$ cat src/rtl/pic.sv
// pic: 8-line edge-triggered priority interrupt controller with a reduced 8259A command set
// Ports: clock/reset (sync, active-high); irq_in request lines (bit 0 highest);
//        port_address/port_write/port_read/port_out/port_in CPU I/O bus at BASE_PORT and BASE_PORT+1;
//        irq_signal/irq_id registered request and vector to the CPU; irq_ack accepts the pending vector.
module pic #(
    parameter logic [15:0] BASE_PORT    = 16'h0020,
    parameter logic [7:0]  RESET_VECTOR = 8'h08
) (
    input  logic        clock,
    input  logic        reset,
    input  logic [7:0]  irq_in,
    input  logic [15:0] port_address,
    input  logic        port_write,
    input  logic        port_read,
    input  logic [7:0]  port_out,
    output logic [7:0]  port_in,
    output logic        irq_signal,
    output logic [7:0]  irq_id,
    input  logic        irq_ack
);
    typedef enum logic [2:0] {READY_IDLE, PEND, INIT_ICW2, INIT_ICW3, INIT_ICW4} state_t;
    state_t state, state_d;
    logic [7:0] imr, irr, isr, prev, imr_d, irr_d, isr_d, irq_id_d;
    logic [7:0] req, cand_oh, eoi_clr, ack_oh;
    logic [4:0] vbase, vbase_d;
    logic [2:0] cur_n, cur_n_d, cand;
    logic rsel, rsel_d, sngl, sngl_d, ic4, ic4_d;
    logic cmd_wr, data_wr, icw1, ready, cand_ok, ack;

    assign cmd_wr  = port_write && port_address == BASE_PORT;
    assign data_wr = port_write && port_address == BASE_PORT + 16'd1;
    assign icw1    = cmd_wr && port_out[4];
    assign ready   = state == READY_IDLE || state == PEND;
    assign ack     = state == PEND && irq_ack;
    assign ack_oh  = ack ? 8'd1 << cur_n : 8'd0;
    assign req     = irr & ~imr;
    assign cand_oh = req & (~req + 8'd1);
    // Fully nested: any in-service line at or above the candidate's priority blocks it.
    assign cand_ok = |req && (isr & (cand_oh | (cand_oh - 8'd1))) == 8'd0;

    always_comb begin
        cand = 3'd0;
        for (int i = 7; i >= 0; i--)
            if (req[i]) cand = i[2:0];
    end

    // EOI is taken against the pre-ack ISR so a same-cycle ack survives it.
    assign eoi_clr = !cmd_wr || icw1 ? 8'd0 :
                     port_out == 8'h20 ? isr & (~isr + 8'd1) :
                     port_out[7:3] == 5'b01100 ? 8'd1 << port_out[2:0] : 8'd0;

    always_ff @(posedge clock) begin
        if (reset) state <= READY_IDLE;
        else       state <= state_d;
    end

    always_comb begin
        state_d = state;
        if (icw1) state_d = INIT_ICW2;
        else case (state)
            READY_IDLE: if (cand_ok) state_d = PEND;
            PEND:       if (irq_ack || imr_d[cur_n]) state_d = READY_IDLE;
            INIT_ICW2:  if (data_wr) state_d = !sngl ? INIT_ICW3 : ic4 ? INIT_ICW4 : READY_IDLE;
            INIT_ICW3:  if (data_wr) state_d = ic4 ? INIT_ICW4 : READY_IDLE;
            INIT_ICW4:  if (data_wr) state_d = READY_IDLE;
            default:    state_d = READY_IDLE;
        endcase
    end

    always_comb begin
        irq_signal = state == PEND;
        port_in    = !port_read ? 8'h00 :
                     port_address == BASE_PORT ? (rsel ? isr : irr) :
                     port_address == BASE_PORT + 16'd1 ? imr : 8'h00;
    end

    always_comb begin
        imr_d    = icw1 ? 8'h00 : data_wr && ready ? port_out : imr;
        irr_d    = icw1 ? 8'h00 : (irr & ~ack_oh) | (irq_in & ~prev);
        isr_d    = icw1 ? 8'h00 : (isr & ~eoi_clr) | ack_oh;
        rsel_d   = icw1 ? 1'b0 : cmd_wr && port_out == 8'h0B ? 1'b1 : cmd_wr && port_out == 8'h0A ? 1'b0 : rsel;
        vbase_d  = !icw1 && state == INIT_ICW2 && data_wr ? port_out[7:3] : vbase;
        sngl_d   = icw1 ? port_out[1] : sngl;
        ic4_d    = icw1 ? port_out[0] : ic4;
        cur_n_d  = !icw1 && state == READY_IDLE && cand_ok ? cand : cur_n;
        irq_id_d = !icw1 && state == READY_IDLE && cand_ok ? {vbase, cand} : irq_id;
    end

    always_ff @(posedge clock) begin
        if (reset) begin
            imr    <= 8'hFF;
            irr    <= 8'h00;
            isr    <= 8'h00;
            prev   <= 8'h00;
            rsel   <= 1'b0;
            vbase  <= RESET_VECTOR[7:3];
            sngl   <= 1'b0;
            ic4    <= 1'b0;
            cur_n  <= 3'd0;
            irq_id <= 8'h00;
        end else begin
            imr    <= imr_d;
            irr    <= irr_d;
            isr    <= isr_d;
            prev   <= irq_in;
            rsel   <= rsel_d;
            vbase  <= vbase_d;
            sngl   <= sngl_d;
            ic4    <= ic4_d;
            cur_n  <= cur_n_d;
            irq_id <= irq_id_d;
        end
    end
endmodule

$ cat config.mk
export PLATFORM = sky130hd
export DESIGN_NAME = pic
export DESIGN_NICKNAME = d
export VERILOG_FILES = /design/src/rtl/pic.sv
export SDC_FILE = /design/constraint.sdc
export NUM_CORES = 1
export LEC_CHECK = 0
export BUFFER_PORTS_ARGS = -buffer_cell sky130_fd_sc_hd__buf_2
export CAP_MARGIN = 15
export CORE_ASPECT_RATIO = 1.25
export CORE_UTILIZATION = 35
export DETAILED_ROUTE_END_ITERATION = 10
export GPL_TIMING_DRIVEN = 0
export PLACE_DENSITY = 0.57
export SKIP_CTS_REPAIR_TIMING = 1
export SYNTH_ARGS = -nofsm -noshare
export SYNTH_HDL_FRONTEND = slang
export SYNTH_SLANG_ARGS = --single-unit
$ cat constraint.sdc
create_clock -name clock -period 3.03 [get_ports clock]
set_input_delay 0.4545 -clock clock [delete_from_list [all_inputs] [get_ports clock]]
set_output_delay 0.4545 -clock clock [all_outputs]
set_load 0.05 [all_outputs]
; Word level (Yosys, flattened, before mapping)
; Cells that the tools add are included.
[word_totals]
ff_bits = 54
out_inout_bits = 17
elab_cells = 109
[op_classes]
muxes = 31
eq_ne = 20
n_reduce_logical = 24
order_cmp = 1
addsub = 3
bitwise = 16
shift = 2
[ops]
columns = operator, count
row1 = 2-to-1 mux 8 bit, 10
row2 = bitwise AND 8 bit, 7
row3 = inverter 8 bit, 6
row4 = 2-to-1 mux 3 bit, 15
row5 = "== test 16 x 6 -> 1 bit, second input constant", 2
row6 = bitwise OR 8 bit, 3
row7 = "adder 8 x 1 -> 8 bit, second input constant", 2
row8 = "== test 8 x 4 -> 1 bit, second input constant", 2
row9 = "left shift 1 x 3 -> 8 bit, first input constant", 2
row10 = case mux 3 bit (5 select lines), 1
row11 = logical AND 1 bit, 12
row12 = "!= test 3 bit, second input constant", 4
row13 = AND reduction 5 bit, 2
row14 = "== test 8 x 6 -> 1 bit, second input constant", 1
row15 = zero test 8 bit, 1
row16 = "!= test 2 bit, second input constant", 4
row17 = OR reduction 8 bit, 1
row18 = "subtractor 8 x 1 -> 8 bit, second input constant", 1
row19 = "== test 3 x 2 -> 1 bit, second input constant", 2
row20 = "== test 5 x 4 -> 1 bit, second input constant", 1
row21 = "< comparator 3 x 4 -> 1 bit, second input constant", 1
row22 = binary-select mux 1 bit (select 3 bit), 1
row23 = "== test 3 x 1 -> 1 bit, second input constant", 1
row24 = "== test 3 bit, second input constant", 1
row25 = 9 further kinds, 14

; Logic depth before layout (Yosys ltp)
[logic_depth]
word_depth = 13
ltp_mapped = 8

; Least setup slack after synthesis
; Ideal clock, no wire load.
[synth_path]
path_type = in2out
from = in port_address[1]
to = out port_in[2]
setup_slack_ns = 0.185
path_buffers = 0
arrival_ns = 2.391
stages = 4
path_cell_list = nor4_1 and4_1 nand2_1 a211oi_1
[synth_via]
elab_chain_len = 4
word_cells_on_any_way = 5
[synth_rtl]
columns = item, line_no
row1 = start: declaration, 12  ; input logic [15:0] port_address,
row2 = == test 16 x 6 -> 1 bit, 74  ; port_address == BASE_PORT + 16'd1 ? imr : 8'h00;
row3 = 2-to-1 mux 8 bit, 74
row4 = 2-to-1 mux 8 bit *, 73  ; port_address == BASE_PORT ? (rsel ? isr : irr) :
row5 = 2-to-1 mux 8 bit *, 72  ; port_in = !port_read ? 8'h00 :
row6 = end: declaration, 16  ; output logic [7:0] port_in,
; Mark *: on every way between the ends. The rest lies on a longest branch, timed or not.

; Worst setup path after layout
[layout_path]
from = in port_address[9]
to = out port_in[2]
; The elaborated chain is that of the path after synthesis.

==> results.toml <==
[detailed_routing]
wirelength_mm = 7.49
vias = 2536
antenna_violating_nets_post_route = 0
post_drt_via_cell_ratio = 5.25
drt_iter0_drc = 112
drt-pass1-iter-count = 5
drc = 0
routed_wire_length_per_instance_um = 15.5

[place]
port-buffer-count = 52
placed_cells_incl_taps = 475
gp_congestion = 0.909
dpl.hpwl_mm = 5.81

[sta]
finalCritPeriodShare_pct = 88.6
hold_slack_final_ns = 0.366
slew_headroom_pct = 56.6
fmax_mhz = 372
report.final.slew_viol_count = 0
tightest_slew_ns = 0.651
unrepaired_setup_endpoints_after_global_routing = "no"
clk_skew_ns = 0.0112
final.setup.tns_ns = 0
final_number_of_hold_violating_endpoints = 0
period_needed_ns = 2.69
setup_viol = 0

[power_and_ir_drop]
p_switching_mw = 0.307
swShare_pct = 23.9
irDropWorstVdd_mv = 0.262
p_total_mw = 1.29
power_report.internal_total_mw = 0.979
p_leak_nw = 1.30
seq_power_share_pct = 53.9
comb_power_share_pct = 7.9
share_of_total_power_in_the_clock_network_pct = 38.2
power.density_cell_area_nw_per_um2 = 402

[worst_setup_path]
cp_slowest_stage_delay_ns = 0.39
critPathMaxFanout = 8
timing.critical_path.cells = "buf_2 -> nor4_1 -> and4_1 -> nand2_1 -> a211oi_1 -> buf_2"
rr_worst_depth = 8
crit_path_launch_type = "input pin"
timing_endpoint_of_the_critical_path = "port_in[2]"
worstPathArrival_ns = 2.23
path_depth = 6
cp_top_family = "simple AND/OR/NAND/NOR gates"
cp.buffers_inverters = 2
crit_required_ns = 2.58
worst-setup-path-type = "input pin to output port"
crit-reg2reg-launch = "imr[7]"
worst-r2r-setup-slack_ns = 0.73
end_kind = "output port"
cpMostUsedCell = "sky130_fd_sc_hd__buf_2"
r2r_end = "irq_id[2]"
slowest_stage = "sky130_fd_sc_hd__a211oi_1"
crit_path_start = "port_address[9]"

[global_route]
maximum_number_of_pins_on_one_net_before_global_route_repair = 18
use_met3_pct = 2.73
groute.usage.overall_pct = 19.3
grt-ovfl-total = 0
global_route.usage.met2_pct = 32.6
grt_first_pass_wirelength_mm = 11.9
first_global_vias = 2318
grt.busiest_layer = "met2"
number_of_antenna_violations_at_the_first_check_in_global_routing = 0
grt_met1_use_pct = 25.4

[clock_network]
cts_made_buffers = 5
clock_insertion_delay_worst_skew_ns = 0.31
worst_setup_hold_path_clk_slew_ns = 0.09
cts.sink_count = 51
ctsRootBufferMaster = "sky130_fd_sc_hd__clkbuf_8"
tritoncts = "done"
cts-htree-levels = 2
clk_path_buf_depth = 2

[layout]
fillCellCount = 803
finalNetCount = 427
n_antenna_cell = 0
finalNonFillerCells = 483
drive_above_1_share_pct = 19.9
layout_overhead_on_the_synthesized_area_pct = 18.1

[synth]
ys.warnings.count = 0
number_of_unique_standard_cell_types_used_by_synthesis = 56
post_synthesis_sequential_element_count = 51
synth-edff-count = 0
synth_top_cells_by_area = "sky130_fd_sc_hd__dfxtp_1 (38%), sky130_fd_sc_hd__mux2i_1 (8.1%), sky130_fd_sc_hd__nor2_1 (6.5%), sky130_fd_sc_hd__a21oi_1 (6.1%), sky130_fd_sc_hd__nor2b_1 (5.3%)"
synth_area_um2 = 2710
yosysTopAreaCell = "sky130_fd_sc_hd__dfxtp_1"
postSynthAreaPerCell_um2 = 8.19
syn-instance-count = 331
synth_top_area_share_pct = 37.7
mapped_nets = 368
synth_top_cells_by_count = "sky130_fd_sc_hd__dfxtp_1 (51), sky130_fd_sc_hd__nor2_1 (47), sky130_fd_sc_hd__a21oi_1 (33)"
synth-seq-area-share_pct = 37.7
synth.most_common_cell = "sky130_fd_sc_hd__dfxtp_1"
synthArstFlopShare_pct = 0
yosys_most_used_dff = "sky130_fd_sc_hd__dfxtp_1"

[floorplan]
die-area_um2 = 8110
rows = 35
chipWidth_um = 80.7
floorplan.core_area_um2 = 7440
die_height_um = 100
initial_cell_density_of_the_core_pct = 36.4
ios = 54

[run]
max_cap_viol_count = 0

[status]
outcome = "finished clean"

[hold_path]
hold_path.class = "input pin to flip-flop"
## worst min-delay path by stage
| stage | from | endpoint | slack, ns | depth (start not counted) |
|---|---|---|---|---|
| 5_1_grt | irq_in[2] | prev[2] | 0.37 | 2 |
| 2_1_floorplan | ic4 | ic4 | 0.43 | 2 |
| 3_3_place_gp | ic4 | ic4 | 0.45 | 2 |
| 4_1_cts | irq_in[4] | prev[4] | 0.36 | 2 |
| 3_5_place_dp | ic4 | ic4 | 0.46 | 2 |
| 6_report | irq_in[0] | prev[0] | 0.37 | 2 |
## flip-flops by register name, summed over array words and instances, names as in the netlist
name,cells
isr,8
irq_id,8
state,3
rsel,1
irr,8
vbase,5
imr,8
prev,8
ic4,1
sngl,1
## kinds of logic after synthesis
family                    synth area share (%)
xor gates and xnor gates                 0.323
DFF                                       37.7
and+or+nand+nor                           29.2
muxes                                     9.64
buffers and inverters                     3.97
AOI/OAI and AO/OA                         19.2
## area by class of cell
type                            count  area, um^2  area share [%]
Clock inverter                      3        47.5            1.48
Timing Repair Buffer               52         260            8.13
Tap cell                           92         115            3.59
Buffer                             15        77.6            2.42
Inverter                            8        30.0           0.938
Multi-Input combinational cell    257        1580            49.4
Clock buffer                        5        68.8            2.15
Sequential cell                    51        1020            31.9
## worst reg2reg max path, stage by stage, from the launching register on
cell and delay (ns):
sky130_fd_sc_hd__dfxtp_1 0.37, sky130_fd_sc_hd__or3b_1 0.38, sky130_fd_sc_hd__a21oi_1 0.16, sky130_fd_sc_hd__o21ai_1 0.10, sky130_fd_sc_hd__a221oi_2 0.38, sky130_fd_sc_hd__nand4_1 0.19, sky130_fd_sc_hd__buf_2 0.25, sky130_fd_sc_hd__or2_0 0.25
sky130_fd_sc_hd__a21oi_1 0.14
## per-layer routing
metal,share of wire (%),vias up
met5,0,-
met4,1.9,0
met3,4.3,10
met2,48,69
met1,46,1161
li1,-,1296
## power groups by stage
stage | clock network, mW | registers [mW] | logic [mW]
2_1_floorplan | 0 | 0.705 | 0.0560
3_3_place_gp | 0 | 0.709 | 0.101
3_5_place_dp | 0 | 0.709 | 0.103
4_1_cts | 0.510 | 0.693 | 0.103
5_1_grt | 0.536 | 0.694 | 0.115
6_report | 0.491 | 0.693 | 0.102
## metrics by stage
stage               setup slack (ns)  util [%]  instance area (um^2)
floorplan                      0.185         -                  2710
global placement               0.274      41.5                  3090
detailed placement             0.246      41.5                  3090
CTS                            0.360      43.0                  3200
global route                   0.157      43.0                  3200
finish                         0.345      43.0                  3200
## cells in the final DEF (no fill, tap or decap), drive strengths merged, types with 2 or more instances in the layout
| cell type | count |
|---|---|
| o22ai | 3 |
| or4b | 2 |
| nor3b | 3 |
| or3 | 2 |
| and4 | 2 |
| nand4 | 3 |
| o31ai | 4 |
| mux2i | 22 |
| buf | 57 |
| nor2 | 47 |
| inv | 9 |
| nand4b | 2 |
| clkbuf | 15 |
| nor4 | 6 |
| nor2b | 23 |
| and3 | 2 |
| a32oi | 3 |
| nor3 | 6 |
| o21bai | 5 |
| dfxtp | 51 |
| nand3 | 9 |
| o21ai | 13 |
| a31oi | 2 |
| and2 | 2 |
| nand2 | 27 |
| a21o | 7 |
| a21oi | 33 |
| a211oi | 2 |
| nand2b | 8 |
| or2 | 2 |
| nand3b | 2 |
Note: power is estimated with default switching activity, not from simulation.
